**src/rtl/alu_exec_unit.sv**
```systemverilog
// Handshaked ADD/SUB/MUL execution unit. ADD and SUB finish in one cycle.
// MUL runs an iterative radix-2 shift-add over WIDTH cycles with fixed latency.
module alu_exec_unit #(
  parameter int WIDTH = 32,
  parameter int TAG_W = 4
) (
  input  logic             clk,
  input  logic             rst,
  input  logic             in_valid,
  output logic             in_ready,
  input  logic [WIDTH-1:0] in_a,
  input  logic [WIDTH-1:0] in_b,
  input  logic [1:0]       in_op,
  input  logic [TAG_W-1:0] in_tag,
  output logic             out_valid,
  input  logic             out_ready,
  output logic [WIDTH-1:0] out_result,
  output logic             out_flag,
  output logic             out_err,
  output logic [TAG_W-1:0] out_tag,
  output logic             busy
);

  localparam int CNT_W = (WIDTH > 2) ? $clog2(WIDTH) : 1;

  localparam logic [1:0] OP_ADD = 2'd0;
  localparam logic [1:0] OP_SUB = 2'd1;
  localparam logic [1:0] OP_MUL = 2'd2;

  typedef enum logic [1:0] {
    IDLE     = 2'd0,
    MUL_BUSY = 2'd1,
    DONE     = 2'd2
  } state_t;

  state_t state, state_next;

  logic [2*WIDTH-1:0] acc;
  logic [2*WIDTH-1:0] acc_next;
  logic [2*WIDTH-1:0] mcand;
  logic [WIDTH-1:0]   mplier;
  logic [CNT_W-1:0]   cnt;
  logic               last_iter;
  logic               accept;
  logic [WIDTH:0]     sum;
  logic [WIDTH:0]     diff;

  assign in_ready  = (state == IDLE) && !rst;
  assign out_valid = (state == DONE);
  assign busy      = (state != IDLE);
  assign accept    = in_valid && in_ready;

  assign sum       = {1'b0, in_a} + {1'b0, in_b};
  assign diff      = {1'b0, in_a} - {1'b0, in_b};
  assign last_iter = (cnt == CNT_W'(WIDTH - 1));

  // mcand holds a already shifted left by cnt; mplier presents the current bit of b at bit 0
  assign acc_next  = acc + (mplier[0] ? mcand : '0);

  always_ff @(posedge clk) begin
    if (rst) state <= IDLE;
    else     state <= state_next;
  end

  always_comb begin
    state_next = state;
    case (state)
      IDLE:     if (in_valid) state_next = (in_op == OP_MUL) ? MUL_BUSY : DONE;
      MUL_BUSY: if (last_iter) state_next = DONE;
      DONE:     if (out_ready) state_next = IDLE;
      default:  state_next = IDLE;
    endcase
  end

  always_ff @(posedge clk) begin
    if (rst) begin
      acc        <= '0;
      mcand      <= '0;
      mplier     <= '0;
      cnt        <= '0;
      out_result <= '0;
      out_flag   <= 1'b0;
      out_err    <= 1'b0;
      out_tag    <= '0;
    end else if (accept) begin
      out_tag <= in_tag;
      case (in_op)
        OP_ADD: begin
          out_result <= sum[WIDTH-1:0];
          out_flag   <= sum[WIDTH];
          out_err    <= 1'b0;
        end
        OP_SUB: begin
          out_result <= diff[WIDTH-1:0];
          out_flag   <= diff[WIDTH];
          out_err    <= 1'b0;
        end
        OP_MUL: begin
          acc    <= '0;
          cnt    <= '0;
          mcand  <= {{WIDTH{1'b0}}, in_a};
          mplier <= in_b;
        end
        default: begin
          out_result <= '0;
          out_flag   <= 1'b0;
          out_err    <= 1'b1;
        end
      endcase
    end else if (state == MUL_BUSY) begin
      acc    <= acc_next;
      mcand  <= mcand << 1;
      mplier <= mplier >> 1;
      cnt    <= cnt + 1'b1;
      if (last_iter) begin
        out_result <= acc_next[WIDTH-1:0];
        out_flag   <= |acc_next[2*WIDTH-1:WIDTH];
        out_err    <= 1'b0;
      end
    end
  end

endmodule

```
**config.mk**
```make
export PLATFORM = sky130hd
export DESIGN_NAME = alu_exec_unit
export DESIGN_NICKNAME = d
export VERILOG_FILES = /design/src/rtl/alu_exec_unit.sv
export SDC_FILE = /design/constraint.sdc
export NUM_CORES = 1
export LEC_CHECK = 0
export BUFFER_PORTS_ARGS = -buffer_cell sky130_fd_sc_hd__buf_4
export CAP_MARGIN = 20
export CORE_MARGIN = 10
export CORE_UTILIZATION = 35
export CTS_CLUSTER_SIZE = 8
export DETAILED_ROUTE_END_ITERATION = 10
export SLEW_MARGIN = 20
export SYNTH_ARGS = -nofsm -noshare
export SYNTH_HDL_FRONTEND = slang
export SYNTH_SLANG_ARGS = --single-unit
```
**constraint.sdc**
```tcl
create_clock -name clk -period 5.1 [get_ports clk]
set_clock_uncertainty 0.05 [all_clocks]
set_input_delay 1.02 -clock clk [delete_from_list [all_inputs] [get_ports clk]]
set_output_delay 1.02 -clock clk [all_outputs]
set_load 0.02 [all_outputs]
```
==> summary.md <==
| Metric | Value |
|---|---|
| Outcome | completed |
| Async SR Flop Fraction | 0% |
| Final Hold Fails | 0 |
| Delay-heaviest family, CP | compound AO/OA/AOI/OAI gates |
| Clock Sinks | 205 |
| Most frequent cells in the layout | a21oi_1, nand2_1, dfxtp_1 |
| Synthesized area | 0.0160 sq mm |
| Synth Net Count | around 2400 |
| Minimum clock period | 4.70 ns |
| Share of cells above drive strength 1 | 9.78% |
| Drt first pass iters | 8 |
| Antenna-violating nets left | 0 |
| Max rail drop VDD | 191 uV |
| DRC Markers | 0 |
| Met3 Usage GRT | roughly 2.8% |
| Largest area contributor in the netlist | dfxtp_1 |
| Num CTS Buffers | 30 |
| Most common cell after layout, fill and taps aside | a21oi_1 |
| Ys flop type | dfxtp_1 |
| Critical Path RT | 5.53 ns |
| GRT Max-Usage Layer | met2 |
| Final Cell Area | 0.0181 sq mm |
| Areal power density over the cells | roughly 240 mW/mm^2 |
| Io pins | 115 |
| RSZ-0062 raised after global routing | no |
| Final wirelength | 58000 um |
| WP buf/inv | 2 |
| GPL Wtd Cong | ~0.94 |
| Design Power | 4.30 mW |
| Slew @ Worst Pin | 0.856 ns |
| Element type at the critical path end | register |
| Max Slew Vio Count | 0 |
| Synth Area in Adders | 10.5% |
| IO buf count | 114 |
| Mean number of vias per cell | 5.82 |
| Synth area leaders | dfxtp_1, ha_1, a21oi_1 |
| Clock Pin Slew Worst Setup and Hold Paths | 0.06 ns |
| Nets | 2429 |
| Worst-path cell chain | buf_4, buf_4, and2_1, ha_1, a211o_1, a21oi_1, o221ai_1, a21oi_1, o21bai_1, nor4_1, o32ai_1, nor4_1, nand4b_1, or3_1, a31o_1 |
| # rows | 78 |
| Combinational group share of total power | 17.8% |
| Post-synthesis mux area share | 0.656% |
| Syn Area/Cell | 7.30 sq um |
| CTS Hold Bufs | 0 |
| Crit-path max cell delay | 0.51 ns |
| Worst EP arrival | 5.12 ns |
| Switching share of power | between 30% and 40% |
| Max Fclk | between 0.2 and 0.25 GHz |
| Crit-path max FO | 42 |
| Synthesis-to-finish area growth | 13.3% |
| Drt wl/cell | ~20 um |
| Compound-gate portion of the synthesized area | between 20 and 30% |
| Max stage delay cell, worst path | nor4_1 |
| Chip Height | 234 um |
| Met2 Resource Use GR | 35.3% |
| XOR/XNOR share of the synthesized area | 3.88% |
| Yosys warning count | 0 |
| Core Box Area | 0.0453 sq mm |
| # diodes | 0 |
| Share of the synthesized area in the top cell type | 25.6% |
| Worst skew pair latency | 0.58 ns |
| Post-synthesis sequential area ratio | roughly a quarter |
| Global route overflow | 0 |
| GR Util met1 | approximately 25% |
| Share of power burned in registers | 38.8% |
| Initial DRC count | 1111 |
| Setup bufs post-CTS | 0 |
| Setup violations, final | 0 |
| Hold WC Path Type | reg2reg |
| Placed wire-length estimate after detailed placement | 43900 um |
| Sum Neg Setup Slack | 0 ns |
| Maxcap violations | 0 |
| Static Leak | ~7.3 nW |
| Worst reg-to-reg setup slack | 0.40 ns |
| Largest family of logic cells by synthesized area | compound AO/OA/AOI/OAI gates |
| Vias in the first global route | 16200 |
| Seq cells post-synth | around 210 |
| Unique masters post-synth | 91 |
| Vias | 16500 |
| Pint | 3.01 mW |
| Die Width | 234 um |
| Period utilisation layout | 92.1% |
| Simple-gate share of the synthesized area | between 20% and 30% |
| Hold_ws | about 0.4 ns |
| Initial core utilization | 35.4% |
| Post-synth EDFFs | 0 |
| Psw | 1.29 mW |
| H-tree Lvls | 1 |
| CTS tree | done |
| Relative slew slack | 42.9% |
| Initial antenna violation count | 1 |
| Placed inst area | between 0.015 and 0.02 sq mm |
| Die area | ~0.055 sq mm |
| Gate count after technology mapping | 2195 |
| Filler Cell Count | 4794 |
| Largest net degree at the start of global routing | 159 |
| Root Driver | clkbuf_16 |
| Clk pwr share | 43.3% |
| Startpoint Class | register |
| Total GRT Usage | 20.6% |
| Worst setup path class | reg2reg |
| CTS Buffer Depth | 3 |
| Cts repair resizes | 0 |
| First-pass GRT wire length | between 90000 and 100000 um |
==> through the flow <==
step           util (%)  cells  worst slack [ns]
2_1_floorplan         -   2195              1.12
3_5_place_dp       38.2   2791             0.321
4_1_cts            40.1   2829             0.486
5_1_grt            40.1   2829             0.151
3_3_place_gp       38.2   2791             0.383
6_report           40.1   2829             0.404
==> power by group through the flow <==
| stage | clock [mW] | sequential, mW | combinational (mW) |
|---|---|---|---|
| floorplan | 0 | 1.71 | 0.449 |
| global placement | 0 | 1.70 | 0.756 |
| detailed placement | 0 | 1.70 | 0.759 |
| CTS | 1.91 | 1.67 | 0.762 |
| global route | 1.97 | 1.67 | 0.837 |
| finish | 1.86 | 1.67 | 0.766 |
==> registers in the layout (all words and copies together) (netlist names) <==
name        count
out_err         1
cnt             5
out_result     32
state           2
out_tag         4
out_flag        1
acc            64
mplier         32
mcand          64
==> synth_stat cells, drive strengths merged, types with 4 or more instances <==
cell type,count
and4,12
mux2,4
nor2,169
a31oi,24
clkbuf,108
nand2b,14
or3,12
o211a,6
buf,34
inv,83
o21bai,30
o31a,4
a21o,36
o211ai,13
nor4,14
o21a,20
nand2,267
a211o,13
nor3b,4
nand3,101
nor3,53
a22oi,73
nor2b,23
a21oi,303
a311oi,12
a2111oi,11
a221oi,11
o22ai,12
nand3b,8
dfxtp,205
xor2,23
o221ai,5
a21boi,7
o21ai,103
o2111ai,4
o31ai,8
xnor2,48
a211oi,19
mux2i,6
or2,10
and3,14
nand4,27
ha,129
and2,68
a31o,4
==> cells by family (layout without fill, tap and decap cells) <==
group           count (synthesis)  after routing
xor+xnor                       71             71
buf+inv                       225            259
compound gates                748            748
fa+ha+maj                     132            132
mux                            10             10
flops                         205            205
simple gates                  804            804
==> routing by layer <==
layer  wire length (um)  share of wire (%)
met1              24900                 43
met2              27500                 47
met3               3220                5.6
met4               2390                4.1
met5                 13              0.022
==> final cells by class <==
cell class	instances	area [sq um]	share of cell area, %
Inverter	83	312	1.72
Tap cell	600	751	4.14
Clock buffer	37	817	4.50
Sequential cell	205	4100	22.6
Clock inverter	1	16.3	0.0897
Multi-Input combinational cell	1765	11100	61.0
Timing Repair Buffer	138	1080	5.94
==> worst paths after layout <==
check | cells after the start | start | end
max | 15 | mplier[0]$_SDFFE_PP0P_ | out_flag$_SDFFE_PP0P_
min reg2reg | 2 | acc[20]$_SDFFE_PP0P_ | acc[20]$_SDFFE_PP0P_
min | 2 | acc[20]$_SDFFE_PP0P_ | acc[20]$_SDFFE_PP0P_
max reg2reg | 15 | mplier[0]$_SDFFE_PP0P_ | out_flag$_SDFFE_PP0P_
==> worst reg2reg max path, cell delays in order (launching register included) <==
cell      delay, ns
dfxtp_1        0.33
buf_4          0.28
buf_4          0.38
and2_1         0.22
ha_1           0.33
a211o_1        0.34
a21oi_1        0.28
o221ai_1       0.24
a21oi_1        0.24
o21bai_1       0.12
nor4_1         0.51
o32ai_1        0.22
nor4_1         0.22
nand4b_1       0.25
or3_1          0.38
a31o_1         0.21
No activity file was read; power rests on OpenSTA's default activity.
